`config.mk`:
```
export PLATFORM = sky130hd
export DESIGN_NAME = mon_c2sif_flat
export DESIGN_NICKNAME = d
export VERILOG_FILES = /design/src/rtl/mon_c2sif_if.sv /design/src/rtl/mon_c2sif.sv /design/src/flat_wrapper.sv
export SDC_FILE = /design/constraint.sdc
export NUM_CORES = 1
export LEC_CHECK = 0
export ABC_AREA = 1
export BUFFER_PORTS_ARGS = -buffer_cell sky130_fd_sc_hd__buf_2
export CAP_MARGIN = 10
export CORE_MARGIN = 2
export CORE_UTILIZATION = 45
export CTS_BUF_LIST = sky130_fd_sc_hd__clkbuf_4 sky130_fd_sc_hd__clkbuf_8
export DETAILED_ROUTE_END_ITERATION = 7
export PLACE_DENSITY = 0.64
export SYNTH_ARGS = -nofsm -noshare
export SYNTH_HDL_FRONTEND = slang
export SYNTH_SLANG_ARGS = --single-unit
```
`constraint.sdc`:
```
create_clock -name clk -period 4.8 [get_ports clk]
set_input_delay 0.48 -clock clk [delete_from_list [all_inputs] [get_ports clk]]
set_output_delay 0.48 -clock clk [all_outputs]
set_load 0.005 [all_outputs]
```
`src/rtl/mon_c2sif_if.sv`:
```
// Host-side c2sif command port: four-phase req/ack with id-addressed function codes.
interface mon_c2sif_if;
  logic        c2s_req;
  logic [7:0]  c2s_id;
  logic [1:0]  c2s_fn;
  logic [31:0] c2s_wdata;
  logic        c2s_ack;
  logic [31:0] c2s_rdata;

  modport master (
    output c2s_req, c2s_id, c2s_fn, c2s_wdata,
    input  c2s_ack, c2s_rdata
  );

  modport slave (
    input  c2s_req, c2s_id, c2s_fn, c2s_wdata,
    output c2s_ack, c2s_rdata
  );
endinterface

```
`src/rtl/mon_c2sif.sv`:
```
// Capture monitor: synchronizes dout, timestamps every level change into a FIFO,
// and serves level/events/status to the host over the c2sif command port.
module mon_c2sif #(
  parameter int unsigned id          = 0,
  parameter int unsigned DEPTH       = 16,
  parameter int unsigned SYNC_STAGES = 2
) (
  input  logic        clk,
  input  logic        rst,
  input  logic        dout,
  mon_c2sif_if.slave  c2s
);

  localparam int unsigned AW = $clog2(DEPTH);
  localparam int unsigned CW = AW + 1;

  typedef enum logic [1:0] {ST_IDLE, ST_ACK, ST_WAITLOW} state_e;

  state_e                 state_q, state_d;
  logic                   ack_q, ack_d;
  logic [31:0]            rdata_q, rdata_d;
  logic [SYNC_STAGES-1:0] sync_q, sync_d;
  logic                   lvl_prev_q, lvl_prev_d;
  logic [30:0]            ts_q, ts_d;
  logic [AW-1:0]          wr_ptr_q, wr_ptr_d;
  logic [AW-1:0]          rd_ptr_q, rd_ptr_d;
  logic [CW-1:0]          count_q, count_d;
  logic                   ovf_q, ovf_d;
  logic                   en_q, en_d;
  logic [31:0]            mem_q [DEPTH];

  logic        lvl;
  logic        edge_det;
  logic        exec;
  logic        fifo_empty;
  logic        fifo_full;
  logic        do_pop;
  logic        do_push;
  logic        do_flush;
  logic [31:0] head;
  logic [31:0] fn_result;
  logic        unused_wdata;

  assign unused_wdata = ^c2s.c2s_wdata[31:2];

  assign c2s.c2s_ack   = ack_q;
  assign c2s.c2s_rdata = rdata_q;

  assign lvl        = sync_q[SYNC_STAGES-1];
  assign edge_det   = lvl ^ lvl_prev_q;
  assign exec       = (state_q == ST_IDLE) && c2s.c2s_req && (c2s.c2s_id == 8'(id));
  assign fifo_empty = (count_q == '0);
  assign fifo_full  = (count_q == CW'(DEPTH));
  assign head       = mem_q[rd_ptr_q];

  // Pop is judged on the pre-cycle count, so a same-cycle pop frees room for a push.
  assign do_pop   = exec && (c2s.c2s_fn == 2'd1) && !fifo_empty;
  assign do_flush = exec && (c2s.c2s_fn == 2'd3) && c2s.c2s_wdata[1];
  assign do_push  = edge_det && en_q && !do_flush && (!fifo_full || do_pop);

  always_comb begin
    fn_result = '0;
    case (c2s.c2s_fn)
      2'd0: fn_result = {31'b0, lvl};
      2'd1: fn_result = fifo_empty ? 32'hFFFF_FFFF : head;
      2'd2: fn_result = {13'b0, lvl, en_q, ovf_q, 16'(count_q)};
      2'd3: fn_result = '0;
      default: fn_result = '0;
    endcase
  end

  // Capture path: synchronizer, edge tracking, timestamp, FIFO bookkeeping.
  always_comb begin
    ts_d       = ts_q + 31'd1;
    sync_d     = {sync_q[SYNC_STAGES-2:0], dout};
    lvl_prev_d = lvl;
    wr_ptr_d   = wr_ptr_q;
    rd_ptr_d   = rd_ptr_q;
    count_d    = count_q;
    ovf_d      = ovf_q;
    en_d       = en_q;

    if (exec && (c2s.c2s_fn == 2'd3)) begin
      en_d = c2s.c2s_wdata[0];
    end

    if (do_flush) begin
      wr_ptr_d = '0;
      rd_ptr_d = '0;
      count_d  = '0;
      ovf_d    = 1'b0;
    end else begin
      if (do_push) begin
        wr_ptr_d = wr_ptr_q + AW'(1);
      end
      if (do_pop) begin
        rd_ptr_d = rd_ptr_q + AW'(1);
      end
      if (do_push && !do_pop) begin
        count_d = count_q + CW'(1);
      end else if (do_pop && !do_push) begin
        count_d = count_q - CW'(1);
      end
      if (edge_det && en_q && fifo_full && !do_pop) begin
        ovf_d = 1'b1;
      end
    end
  end

  // Command handshake; the function executes exactly once, on the IDLE->ACK step.
  always_comb begin
    state_d = state_q;
    ack_d   = ack_q;
    rdata_d = rdata_q;
    case (state_q)
      ST_IDLE: begin
        if (exec) begin
          state_d = ST_ACK;
          ack_d   = 1'b1;
          rdata_d = fn_result;
        end
      end
      ST_ACK: begin
        if (!c2s.c2s_req) begin
          state_d = ST_WAITLOW;
          ack_d   = 1'b0;
        end
      end
      ST_WAITLOW: state_d = ST_IDLE;
      default:    state_d = ST_IDLE;
    endcase
  end

  always_ff @(posedge clk or posedge rst) begin
    if (rst) begin
      state_q    <= ST_IDLE;
      ack_q      <= 1'b0;
      rdata_q    <= '0;
      sync_q     <= '0;
      lvl_prev_q <= 1'b0;
      ts_q       <= '0;
      wr_ptr_q   <= '0;
      rd_ptr_q   <= '0;
      count_q    <= '0;
      ovf_q      <= 1'b0;
      en_q       <= 1'b1;
    end else begin
      state_q    <= state_d;
      ack_q      <= ack_d;
      rdata_q    <= rdata_d;
      sync_q     <= sync_d;
      lvl_prev_q <= lvl_prev_d;
      ts_q       <= ts_d;
      wr_ptr_q   <= wr_ptr_d;
      rd_ptr_q   <= rd_ptr_d;
      count_q    <= count_d;
      ovf_q      <= ovf_d;
      en_q       <= en_d;
    end
  end

  // Event storage needs no reset; occupancy is tracked by count/pointers.
  always_ff @(posedge clk) begin
    if (do_push) begin
      mem_q[wr_ptr_q] <= {lvl, ts_q};
    end
  end

endmodule

```
`src/flat_wrapper.sv`:
```
// flat-port wrapper written by rule: the top's interface ports become plain ports
module mon_c2sif_flat 
#(
  parameter int unsigned id          = 0,
  parameter int unsigned DEPTH       = 16,
  parameter int unsigned SYNC_STAGES = 2
)
  (clk, rst, dout, c2s_c2s_req, c2s_c2s_id, c2s_c2s_fn, c2s_c2s_wdata, c2s_c2s_ack, c2s_c2s_rdata);
  mon_c2sif_if c2s_i ();
  input  logic clk;
  input  logic rst;
  input  logic dout;
  input wire logic [$bits(c2s_i.c2s_req)-1:0] c2s_c2s_req;
  input wire logic [$bits(c2s_i.c2s_id)-1:0] c2s_c2s_id;
  input wire logic [$bits(c2s_i.c2s_fn)-1:0] c2s_c2s_fn;
  input wire logic [$bits(c2s_i.c2s_wdata)-1:0] c2s_c2s_wdata;
  output wire logic [$bits(c2s_i.c2s_ack)-1:0] c2s_c2s_ack;
  output wire logic [$bits(c2s_i.c2s_rdata)-1:0] c2s_c2s_rdata;
  assign c2s_i.c2s_req = c2s_c2s_req;
  assign c2s_i.c2s_id = c2s_c2s_id;
  assign c2s_i.c2s_fn = c2s_c2s_fn;
  assign c2s_i.c2s_wdata = c2s_c2s_wdata;
  assign c2s_c2s_ack = c2s_i.c2s_ack;
  assign c2s_c2s_rdata = c2s_i.c2s_rdata;
  mon_c2sif #(.id(id), .DEPTH(DEPTH), .SYNC_STAGES(SYNC_STAGES)) u_core (.clk(clk), .rst(rst), .dout(dout), .c2s(c2s_i));
endmodule
```
=== After elaboration in Yosys (flattened, before gate mapping) ===
Memory sizes are Yosys's and may differ from the RTL's.
Cells that the tools add are included.

* Register bits: 84
* Output and inout bits: 33
* RAM bits: 512
* Memories kept: 1

* Reduce and logical (&&, ||, !) cells: 31
* Mux-type cells: 19
* Equal/unequal tests: 7
* Bitwise logic cells: 1
* Add/subtract/negate cells: 5

{| class="wikitable"
|+ Memory list
! name !! words !! width !! read ports !! clocked after memory_dff !! wr ports !! line !! text
|-
| u_core.mem_q || 16 || 32 || 1 || 0 || 1 || mon_c2sif.sv:30 || <nowiki>logic [31:0] mem_q [DEPTH];</nowiki>
|}

{| class="wikitable"
|+ Operators by type and width
! cell !! number
|-
| case mux 32 bit (4 select lines) || 1
|-
| two-way mux 32 bit || 1
|-
| adder 31 x 1 -> 31 bit, second input constant || 1
|-
| two-way mux 4 bit || 4
|-
| two-way mux 5 bit || 3
|-
| logical AND 1 bit || 13
|-
| adder 4 x 1 -> 4 bit, second input constant || 2
|-
| zero test 8 bit || 1
|-
| nonzero test 2 bit || 4
|-
| two-way mux 1 bit || 6
|-
| adder 5 x 1 -> 5 bit, second input constant || 1
|-
| equality test 5 bit, second input constant || 1
|-
| zero test 1 bit || 5
|-
| zero test 5 bit || 1
|-
| subtractor 5 x 1 -> 5 bit, second input constant || 1
|-
| equality test 2 x 1 -> 1 bit, second input constant || 2
|-
| equality test 2 bit, second input constant || 2
|-
| zero test 2 bit || 2
|-
| two-way mux 2 bit || 2
|-
| case mux 2 bit (2 select lines) || 1
|-
| AND reduction 2 bit || 2
|-
| AND reduction 3 bit || 1
|-
| nonzero test 3 bit || 1
|-
| inequality test 2 x 1 -> 1 bit, second input constant || 1
|-
| 4 further kinds || 4
|}

=== Depth between registers and ports, before layout ===
Gate-level depths: netlist of run 1.

* Depth in word-level cells: 13
* Mapped depth: 16

=== Worst setup path after synthesis of run 1 ===
OpenSTA, ideal clock, no wires.

* Path type: in2reg
* Start point: input port c2s_c2s_id[5]
* End point: memory u_core.mem_q[0][0], enable pin
* Data required time: 4.339 ns
* Stages on the path: 8
* Library setup time: 0.461 ns
* Arrival: 3.501 ns
* Path buffers: 1
* Setup slack: 0.838 ns
* Path through: nor2_1 -> nand2_1 -> nor3_4 -> nand3_2 -> nand2_2 -> nand3_2 -> buf_6 -> nor3_1

* Cells in the longest elaborated chain, start to end: 9
* Elaborated cells between the ends (all ways): 12
* Classes of those cells: mux: 2; reduce/logical: 10

{| class="wikitable"
|+ RTL lines
! element !! line !! text
|-
| start, declared || flat_wrapper.sv:14 || <nowiki>input wire logic [$bits(c2s_i.c2s_id)-1:0] c2s_c2s_id;</nowiki>
|-
| zero test 8 bit (*) || mon_c2sif.sv:51 || <nowiki>assign exec = (state_q == ST_IDLE) && c2s.c2s_req && (c2s.c2s_id == 8'(id));</nowiki>
|-
| logical AND 1 bit (*) || mon_c2sif.sv:51 ||
|-
| logical AND 1 bit (2 in series) || mon_c2sif.sv:58 || <nowiki>assign do_flush = exec && (c2s.c2s_fn == 2'd3) && c2s.c2s_wdata[1];</nowiki>
|-
| zero test 1 bit || mon_c2sif.sv:59 || <nowiki>assign do_push = edge_det && en_q && !do_flush && (!fifo_full || do_pop);</nowiki>
|-
| logical AND 1 bit || mon_c2sif.sv:59 ||
|-
| logical AND 1 bit (*) || mon_c2sif.sv:59 ||
|-
| two-way mux 1 bit (*) || mon_c2sif.sv:164 || <nowiki>if (do_push) begin</nowiki>
|-
| two-way mux 1 bit (not written as such) (*) || mon_c2sif.sv:165 || <nowiki>mem_q[wr_ptr_q] <= {lvl, ts_q};</nowiki>
|-
| end, declared || mon_c2sif.sv:30 ||
|}

Mark *: on every way between the ends. The rest lies on a longest branch, timed or not.

=== Worst setup path after layout of run 1 ===
* Start point: register u_core.state_q[0]
* End point: register u_core.count_q[4]

* Cells in the longest elaborated chain, start to end: 11
* Elaborated cells between the ends (all ways): 18
* Classes of those cells: mux: 2; reduce/logical: 16

{| class="wikitable"
|+ RTL lines
! element !! line !! text
|-
| start, declared || mon_c2sif.sv:19 || <nowiki>state_e state_q, state_d;</nowiki>
|-
| start signal, assigned || mon_c2sif.sv:148 || <nowiki>state_q <= state_d;</nowiki>
|-
| zero test 2 bit (*) || mon_c2sif.sv:51 ||
|-
| logical AND 1 bit (*) (2 in series) || mon_c2sif.sv:51 ||
|-
| logical AND 1 bit (2 in series) || mon_c2sif.sv:58 ||
|-
| zero test 1 bit || mon_c2sif.sv:59 ||
|-
| logical AND 1 bit (2 in series) || mon_c2sif.sv:59 ||
|-
| logical AND 1 bit / zero test 1 bit (equally long branches) || mon_c2sif.sv:99, mon_c2sif.sv:101 ||
|-
| two-way mux 5 bit / logical AND 1 bit (equally long branches) || mon_c2sif.sv:99, mon_c2sif.sv:101 ||
|-
| two-way mux 5 bit / nonzero test 3 bit (equally long branches) || - ||
|-
| end signal, assigned || mon_c2sif.sv:156 || <nowiki>count_q <= count_d;</nowiki>
|-
| end, declared || mon_c2sif.sv:27 || <nowiki>logic [CW-1:0] count_q, count_d;</nowiki>
|}

Marked as above.
A chain may end at the register's enable or synchronous reset.

==> metrics, run 1 <==
R2R Path End u_core.count_q[4]; worst-path cell chain nor2_2, nand2_2, nor3_4, nand3_1, nand3_2, inv_1, ha_1, inv_1, ha_1, a21oi_1, nand2_1, o21ai_0, o21ai_0, and3_1; Die Y between 200 and 250 um; latest clock arrival within the worst-skew pair 700 ps; syn_area_per_cell ~12 um^2; Max Root-Sink Buffers 3; gpl congestion 0.797; first-pass GRT wire length 89.4 mm; hold depth 4; Starting DRT DRC Count between 1500 and 2000; post-DP HPWL around 29 mm; sequential power share 0.518; initial antenna violation count 0; post-CTS sizing 0; post-synthesis compound-gate area fraction 0.0900; worst hold start c2s_c2s_fn[1]; CTS tree yes; Int Power just under 9000 uW; Worst R2R Setup Slack approximately 1400 ps; CP peak stage delay ~560 ps; type of the most critical hold path in -> reg; Worst Reg-to-Reg Cells 14; cell area after synthesis about 0.024 mm^2; Max rail drop VDD between 0.2 and 0.3 mV; sequential area share after synthesis 0.716; starting density of the core 0.454; Post-Syn Nets just over 2000; num rows 85; adder-cell share of the synthesized area 0.00646; switching share of power 0.250; hold_ws 138 ps; required time of the critical path around 5400 ps; vias in the first global route ~15000; Antenna Cells 0; share of cells above drive strength 1 0.138; simple-gate share of the synthesized area 0.138; XOR/XNOR share of the synthesized area 0.0122; core area between 0.05 and 0.06 mm^2; Avg WL per Cell a little over 20 um; Clock Tree Root clkbuf_8; largest net degree at the start of global routing approximately 220; Post-synth top flop edfxtp_1; slowest stage cell, crit path nand3_2; Die W roughly 240 um; # nets final between 2000 and 2500; FMAX 290 MHz; Tcrit/Tclk final 0.718; number of synthesized flops with an enable pin approximately 510; synth warn 0; CP Max Fanout 21; #FFs+latches synth between 500 and 600; Critical Path AT approximately 4000 ps; PD cells around 430 mW/mm^2; Crit Path Category reg -> reg; port buffer count between 40 and 50; endpoint class of the critical path flip-flop; post-route DRC violation count 0; multiplexer area fraction after synthesis 0; Detail Route Antenna Nets 0; die area about 0.056 mm^2; global router's overall resource usage 0.210; Clk pwr share 0.384; final hold vios 0; Gate power share 0.097; Via density around 5.5; clock slew at reported path FFs ~60 ps; Post-Synthesis Cells roughly 2000; reg2reg start u_core.state_q[0]; Synth-to-Final Area Change 12.3%; Setup crit start u_core.state_q[0]; actual slew at the worst max-slew pin around 1100 ps; # Max-Cap Violations 0; Pins Over Slew Limit 0; Synth cell types 35; # IOs 79; final setup vio count 0; routed vias 15800; total CTS buffers 96; Hold Path Sink u_core.c2s.c2s_rdata[2]; type of origin of the critical path flip-flop; Slew HR 0.245; Congestion Overflow GR 0; Layout fillers roughly 4600; minimum period implied by the final worst setup slack between 3000 and 4000 ps; Lkg Pwr about 0.010 uW; H-tree lvl count 3; Total Wirelength 58.4 mm; RSZ-0062 raised after global routing no; clock skew just under 50 ps; NetSw 2950 uW; largest family of logic cells by synthesized area simple AND/OR/NAND/NOR gates; first drt pass iteration count 6; setup TNS 0 ps; status completed; CTS sink cnt slightly below 600; Async S/R FF share, synth 0.141
[power by group through the flow]
stage | sequential [uW] | combinational [uW] | clock, uW
after global placement | 6200 | 1110 | 0
final | 6110 | 1140 | 4530
after CTS | 6110 | 1150 | 4620
after floorplan | 6200 | 719 | 0
after detailed placement | 6210 | 1140 | 0
after global routing | 6140 | 1260 | 4870
[worst max-delay path: cells and delay by family, from the launching register on]
kind	cells	cell delay, ps
adder cells (fa/ha/maj)	2	520
buffers and inverters	2	310
AO/OA/AOI/OAI	3	470
AND/OR/NAND/NOR	7	1610
flip-flops	1	400
[cell type report]
class | count | area, um^2 | area share
clock inverter | 30 | 230 | 0.00840
timing repair buffer | 93 | 628 | 0.0229
clock buffer | 145 | 1800 | 0.0658
tap | 696 | 871 | 0.0318
inverter | 74 | 285 | 0.0104
multi-input combinational | 1219 | 6090 | 0.222
sequential | 596 | 17500 | 0.638
[sequential cells by signal, indices dropped and copies added, names as in the netlist]
| register | count |
|---|---|
| u_core.ts_q | 31 |
| u_core.mem_q | 512 |
| u_core.c2s.c2s_rdata | 32 |
| u_core.count_q | 5 |
| u_core.en_q | 1 |
| u_core.c2s.c2s_ack | 1 |
| u_core.ovf_q | 1 |
| u_core.sync_q | 2 |
| u_core.rd_ptr_q | 4 |
| u_core.wr_ptr_q | 4 |
| u_core.lvl_prev_q | 1 |
| u_core.state_q | 2 |
[cells in the final DEF, fill, tap and decap left out, types with 19 or more instances in the layout]
cell      count
edfxtp_1    512
nor2_1      383
o21ai_0     224
nand2_1     199
nand3_1     149
o211ai_1    119
clkbuf_8    114
dfrtp_1      79
inv_1        71
buf_2        48
buf_4        37
clkbuf_4     31
xor2_1       21
o21ai_1      19
[cells in the mapped netlist, types with 6 or more instances]
| cell type | n | area share |
|---|---|---|
| nor2_4 | 6 | 0.0028 |
| nand3_1 | 149 | 0.031 |
| xor2_1 | 21 | 0.0075 |
| edfxtp_1 | 512 | 0.63 |
| o21ai_1 | 19 | 0.0039 |
| ha_1 | 11 | 0.0056 |
| clkbuf_1 | 45 | 0.0069 |
| buf_4 | 17 | 0.0052 |
| xnor2_1 | 13 | 0.0047 |
| o21ai_0 | 224 | 0.046 |
| nand2_1 | 200 | 0.031 |
| buf_2 | 27 | 0.0055 |
| dfrtp_1 | 83 | 0.085 |
| inv_1 | 73 | 0.011 |
| nand4_1 | 10 | 0.0026 |
| o211ai_1 | 119 | 0.037 |
| buf_1 | 14 | 0.0022 |
| nor3_1 | 24 | 0.0049 |
| nor2_1 | 383 | 0.059 |
| buf_6 | 12 | 0.0055 |
| a21oi_1 | 16 | 0.0033 |
[layer usage]
layer | global-route usage | vias up | wire length [um] | share of wire
met1 | 0.292 | 7769 | 25400 | 0.44
met3 | 0.0401 | 97 | 4360 | 0.075
met5 | 0 | - | 0 | 0
met2 | 0.332 | 567 | 27200 | 0.47
li1 | - | 7317 | - | -
met4 | 0.0742 | 0 | 1380 | 0.024
[per-stage QoR]
step                      utilization  setup slack, ps  cells  area, um^2  power [uW]
after floorplan                     -              838   2005       24400        6920
after global placement          0.471             1300   2673       25300        7320
after detailed placement        0.471             1210   2673       25300        7360
after CTS                       0.510             1350   2853       27400       11900
after global routing            0.510             1020   2853       27400       12300
final                           0.510             1360   2853       27400       11800
[worst max-delay path by stage]
stage | endpoint | slack, ps | depth (start not counted)
5_1_grt | u_core.count_q[4] | 1020 | 14
6_report | u_core.count_q[4] | 1360 | 14
3_5_place_dp | u_core.count_q[4] | 1210 | 15
4_1_cts | u_core.count_q[4] | 1350 | 14
3_3_place_gp | u_core.count_q[4] | 1300 | 15
2_1_floorplan | u_core.mem_q[0][0] | 840 | 8
[kinds of logic (layout without fill, tap and decap cells)]
logic type / Yosys count / in the layout
AND/OR/NAND/NOR: 794 / 794
AO/OA/AOI/OAI: 379 / 379
adder cells (fa/ha/maj): 12 / 12
buffers and inverters: 190 / 342
XOR/XNOR: 34 / 34
flip-flops: 596 / 596
[what timing repair did]
item | in CTS | in global routing
endpoints found under the hold margin | 44 | 0
hold buffers | 5 | 0
buffers inserted | 0 | 0
No activity file was read; power rests on OpenSTA's default activity.
==> run 2, diff against run 1 <==
==> constraint.sdc (replaced) <==
create_clock -name clk -period 3.2 [get_ports clk]
set_input_delay 0.32 -clock clk [delete_from_list [all_inputs] [get_ports clk]]
set_output_delay 0.32 -clock clk [all_outputs]
set_load 0.005 [all_outputs]
==> run 2 against run 1 <==
Net effect: clock skew fell by 9.7 ps; worst hold slack got worse by 70 ps; sequential share of layout area fell by 0.86 points; design area is 1.4% higher; critical path depth up 1; global-route usage increased by 0.64 points; clock-buffer cell count up 4; first-iteration DRC count down 4.0%; sequential power increased by 50%; core utilization is 0.70 points higher; combinational power is 57% higher; largest cell class unchanged; largest power group unchanged.
==> metrics, run 2 (same netlist as run 1, synthesis figures left out) <==
postcts setup bufs 0 (unchanged); total CTS buffers 96 (unchanged); most common cell after layout, fill and taps aside edfxtp_1; post-DP HPWL 30.8 mm (+7.1%); slowest stage cell, crit path fa_1; Tcrit/Tclk final 0.863 (+0.146); # nets final 2152 (+0.65%); Starting DRT DRC Count 1542 (-4.0%); max reg flops 512 (unchanged); minimum period implied by the final worst setup slack 2760 ps (-681 ps); Synth-to-Final Area Change 13.8%; Setup crit start u_core.state_q[0]; post-route DRC violation count 0 (unchanged); Avg WL per Cell 21.1 um (+2.9%); total chip power 18200 uW (+55%); H-tree lvl count 3 (unchanged); Die W 237 um (unchanged); final core occ 0.517 (+0.00699); share of cells above drive strength 1 0.145 (+0.00688); latest clock arrival within the worst-skew pair 680 ps (-20 ps); final hold vios 0 (unchanged); Max rail drop VDD 0.390 mV (+55%); cts hold-fix bufs 6 (+1); status completed; port buffer count 48 (unchanged); global router's overall resource usage 0.216 (+0.00637); routed vias 15900 (+1.0%); clock skew 39.6 ps (-9.66 ps); first-pass GRT wire length 92.2 mm (+3.1%); largest register by flop count u_core.mem_q; commonest cells after routing, fill and taps aside edfxtp_1, nor2_1, o21ai_0; post-CTS sizing 0 (unchanged); final setup vio count 0 (unchanged); starting density of the core 0.454 (unchanged); placed insts 2686 (+0.49%); initial antenna violation count 0 (unchanged); first drt pass iteration count 5 (-1); Congestion Overflow GR 0 (unchanged); CP Max Fanout 6 (-71%); CP peak stage delay 430 ps (-130 ps); Slew HR 0.287 (+0.0421); Antenna Cells 0 (unchanged); worst hold start c2s_c2s_id[7]; core area 0.0537 mm^2 (unchanged); CTS sink cnt 596 (unchanged); die area 0.0561 mm^2 (unchanged); final std cells w/o fill 2868 (+0.53%); Layout fillers 4518 (-0.90%); critical path's top delay family simple AND/OR/NAND/NOR gates; vias in the first global route 15600 (+2.4%); actual slew at the worst max-slew pin 1070 ps (-63.1 ps); worst-path cell chain nor2_2, nand2_2, nor3_4, nand3_2, nand2_2, nand3_2, inv_1, ha_1, inv_1, fa_1, nand3_1, nand2_1, o21ai_0, o21ai_0, and3_1; reg2reg start u_core.state_q[0]; RSZ-0062 raised after global routing no; CTS tree yes; Detail Route Antenna Nets 0 (unchanged); type of the most critical hold path in -> reg; Max Root-Sink Buffers 3 (unchanged); # Max-Cap Violations 0 (unchanged); # IOs 79 (unchanged); Clock Tree Root clkbuf_8; clock slew at reported path FFs 60 ps (about the same); Lkg Pwr 0.0105 uW (+1.6%); Die Y 237 um (unchanged); num rows 85 (unchanged); endpoint class of the critical path flip-flop; Crit Path Category reg -> reg; Critical Path AT 3320 ps (-710 ps); gpl congestion 0.827 (+3.8%); Total Wirelength 60.4 mm (+3.5%); FMAX 362 MHz (+25%); type of origin of the critical path flip-flop; Via density 5.55 (+0.48%); largest net degree at the start of global routing 153 (-31%); Pins Over Slew Limit 0 (unchanged); PD cells 656 mW/mm^2 (+52%); Crit path buffers/inverters 2 (unchanged); required time of the critical path 3760 ps (-1630 ps)
[run 2: cell types whose count changed in the layout (fill, tap and decap cells not counted), sizes merged]
cell | before | now
buf | 88 | 101
bufinv | 3 | 8
clkbuf | 145 | 149
clkinv | 21 | 14
clkinvlp | 3 | 4
dlygate4sd3 | 5 | 6
inv | 77 | 75
[run 2: where the power goes]
group          switching (uW)  internal, uW
clock network            2970          4300
logic                    1290           500
registers                 193          8970
[run 2: routing by layer]
metal  up-vias  track usage  wire length, um
met1      7856        0.304            26400
met2       615        0.352            28700
met3        96       0.0307             4130
met5         -            0                0
met4         0       0.0664             1230
li1       7342            -                -
[run 2: worst paths after layout]
check | end | slack [ps] | cells past startpoint
max | u_core.count_q[4] | 440 | 15
max reg2reg | u_core.count_q[4] | 440 | 15
min reg2reg | u_core.c2s.c2s_rdata[22] | 470 | 2
min in group asynchronous | u_core.state_q[1] | 430 | 3
max in group asynchronous | u_core.c2s.c2s_rdata[23] | 1930 | 4
min | u_core.c2s.c2s_rdata[16] | 70 | 6
[run 2: cell type report]
class	count	area [um^2]	share of cell area
clock buffers	149	1840	0.0662
clock inverters	27	337	0.0121
inverters	74	285	0.0103
multi-input cells	1219	6090	0.219
flip-flops and latches	596	17500	0.630
well taps	696	871	0.0314
repair buffers	107	861	0.0310
[run 2: through the flow]
stage	worst slack, ps	hold slack (ps)	TNS [ps]	instance area (um^2)
final	437	68.2	0	27800
after global routing	180	100	0	27800
after CTS	413	31.2	0	27800
after detailed placement	420	440	0	25500
after global placement	477	432	0	25500
after floorplan	-731	331	-374090	24400
[run 2: worst register-to-register path, stage by stage, from the launching register on]
cell and delay (ps):
dfrtp_1 400, nor2_2 160, nand2_2 80, nor3_4 250, nand3_2 130, nand2_2 120, nand3_2 70, inv_1 100
ha_1 170, inv_1 120, fa_1 430, nand3_1 130, nand2_1 60, o21ai_0 190, o21ai_0 110, and3_1 160
==> run 3, diff against run 2 <==
--- a/config.mk
+++ b/config.mk
@@ -5,7 +5,6 @@
 export SDC_FILE = /design/constraint.sdc
 export NUM_CORES = 1
 export LEC_CHECK = 0
-export ABC_AREA = 1
 export BUFFER_PORTS_ARGS = -buffer_cell sky130_fd_sc_hd__buf_2
 export CAP_MARGIN = 10
 export CORE_MARGIN = 2
==> run 3 against run 2 <==
Net effect: worst hold slack better by 35 ps; largest cell class unchanged; clock power down 11%; combinational power down 78%; highest routed layer unchanged; critical path depth down 4; first-iteration DRC count down 40%; sequential power down 8.5%; register-to-register slack worse by 310 ps; sequential share of layout area up 1.6 points; die area down 3.9%.
==> metrics, run 3 <==
post-route DRC violation count 0 (unchanged); required time of the critical path 3810 ps (+50 ps); postcts setup bufs 0 (unchanged); Design Area, Final 0.0271 mm^2 (-2.4%); most common cell after layout, fill and taps aside edfxtp_1; Max Root-Sink Buffers 3 (unchanged); actual slew at the worst max-slew pin 853 ps (-216 ps); slowest stage cell, crit path or4b_4; largest register by flop count u_core.mem_q; type of the most critical hold path in -> reg; Die Y 232 um (-2.0%); largest net degree at the start of global routing 49 (-68%); Lkg Pwr 0.00897 uW (-15%); worst-path cell chain or4b_4, or4_4, ha_1, inv_1, buf_4, fa_1, a21o_1, a21oi_2, xnor2_1, or3_1, a21oi_1; Tcrit/Tclk final 0.960 (+0.0963); setup TNS 0 ps (unchanged); Die W 232 um (-2.0%); type of origin of the critical path flip-flop; # IOs 79 (unchanged); XOR/XNOR share of the synthesized area 0.0150 (+0.00275); clock slew at reported path FFs 60 ps (about the same); final setup vio count 0 (unchanged); final core occ 0.527 (+0.0102); Slew HR 0.431 (+0.144); commonest cells after routing, fill and taps aside edfxtp_1, mux4_2, clkbuf_8; port buffer count 48 (unchanged); #FFs+latches synth 596 (unchanged); clock skew 22.9 ps (-16.7 ps); Post-synth top flop edfxtp_1; Synth top area share 0.656 (+0.0264); global router's overall resource usage 0.201 (-0.0153); H-tree lvl count 3 (unchanged); first drt pass iteration count 7 (+2); Critical Path AT 3680 ps (+360 ps); core area 0.0514 mm^2 (-4.3%); top-count cell post-synth edfxtp_1; starting density of the core 0.456 (+0.00129); Clock Tree Root clkbuf_8; Starting DRT DRC Count 924 (-40%); cell area after synthesis 0.0234 mm^2 (-4.0%); latest clock arrival within the worst-skew pair 690 ps (about the same); Async S/R FF share, synth 0.141 (unchanged); worst slack, placed -25.0 ps (-445 ps); # Max-Cap Violations 0 (unchanged); Avg WL per Cell 24.4 um (+16%); sequential area share after synthesis 0.746 (+0.0300); CP Max Fanout 4 (-2); Area after DPL 0.0251 mm^2 (-1.6%); largest family of logic cells by synthesized area multiplexers; synth warn 0 (unchanged); num rows 83 (-2.4%); Synth cell types 52 (+49%); CP peak stage delay 590 ps (+160 ps); Synth-to-Final Area Change 15.7%; adder-cell share of the synthesized area 0.00673 (+0.000270); minimum period implied by the final worst setup slack 3070 ps (+308 ps); gpl congestion 0.772 (-6.6%); final setup margin 129 ps (-308 ps); simple-gate share of the synthesized area 0.0482 (-0.0895); Total Wirelength 52.4 mm (-13%); # nets final 1446 (-33%); max reg flops 512 (unchanged); initial antenna violation count 2 (+2); RSZ-0062 raised after global routing no; hold_ws 103 ps (+35.1 ps); status completed; Detail Route Antenna Nets 0 (unchanged); area leader, netlist edfxtp_1; Via density 5.59 (+0.76%); FMAX 326 MHz (-10%); post-DP HPWL 29.2 mm (-5.2%); top cells by area, synth edfxtp_1, mux4_2, dfrtp_1, mux2i_1, mux2_2; post-synthesis compound-gate area fraction 0.0331 (-0.0569); share of cells above drive strength 1 0.311 (+0.166); routed vias 12000 (-25%); Crit Path Category reg -> reg; CTS tree yes; Post-Syn Nets 1291 (-37%); Congestion Overflow GR 0 (unchanged); endpoint class of the critical path flip-flop; total CTS buffers 94 (-2.1%); vias in the first global route 12600 (-19%); number of synthesized flops with an enable pin 512 (unchanged); commonest cells in the netlist edfxtp_1, mux4_2, dfrtp_1, nand2_1; Max rail drop VDD 0.272 mV (-30%); Pins Over Slew Limit 0 (unchanged); first-pass GRT wire length 79.2 mm (-14%); Post-Synthesis Cells 1233 (-39%); PD cells 562 mW/mm^2 (-14%); syn_area_per_cell 19.0 um^2 (+56%); multiplexer area fraction after synthesis 0.136 (+0.136); final hold vios 0 (unchanged); die area 0.0539 mm^2 (-3.9%); CTS sink cnt 596 (unchanged)
## run 3: power by group
part	switching [uW]	internal [uW]	total [uW]	leakage [uW]
Sequential	28.1	8360	8380	0.00548
Combinational	238	156	394	0.00247
Clock	2920	3540	6460	0.00102
## run 3: cell type report
cell class	count	area, um^2
fillers	4048	24300
flip-flops and latches	596	17500
multi-input cells	566	5730
clock buffers	149	1740
repair buffers	121	1090
well taps	680	851
clock inverters	26	169
inverters	9	36.3
diodes	2	5.00
## run 3: logic make-up after synthesis
logic type / count (synthesis)
compound gates: 131
buf+inv: 71
xor+xnor: 40
simple gates: 211
mux: 172
flops: 596
fa+ha+maj: 12
## run 3: routing by layer
| layer | track usage | wire, um | vias to the layer above |
|---|---|---|---|
| met5 | 0 | 0 | - |
| met3 | 0.0330 | 2580 | 78 |
| met1 | 0.273 | 22500 | 6355 |
| met4 | 0.0671 | 1190 | 0 |
| li1 | - | - | 5255 |
| met2 | 0.331 | 26200 | 323 |
## run 3: worst paths after layout
check | from | to | slack, ps | cells past startpoint
max | u_core.state_q[0] | u_core.count_q[4] | 130 | 11
min | c2s_c2s_fn[0] | u_core.c2s.c2s_rdata[0] | 100 | 4
max reg2reg | u_core.state_q[0] | u_core.count_q[4] | 130 | 11
max in group asynchronous | rst | u_core.ts_q[14] | 2180 | 4
min in group asynchronous | rst | u_core.count_q[0] | 280 | 3
min reg2reg | u_core.c2s.c2s_rdata[26] | u_core.c2s.c2s_rdata[26] | 480 | 2
## run 3: what timing repair did
action | 4_1_cts | 5_1_grt
gates resized for setup | 1 | 4
cloned | 0 | 0
hold buffers | 5 | 0
setup endpoints to repair | 1 | 1
endpoints found under the hold margin | 41 | 0
## run 3: worst max-delay path, delay by kind of cell (launching register included)
| kind | cells | cell delay (ps) |
|---|---|---|
| compound gates | 3 | 360 |
| xor+xnor | 1 | 120 |
| fa+ha+maj | 2 | 430 |
| buf+inv | 2 | 210 |
| flops | 1 | 420 |
| simple gates | 3 | 1460 |
## run 3: through the flow
stage / cells / total power (uW)
2_1_floorplan: 1233 / 8760
3_3_place_gp: 1967 / 8930
3_5_place_dp: 1967 / 8930
4_1_cts: 2147 / 15400
5_1_grt: 2148 / 15700
6_report: 2149 / 15200
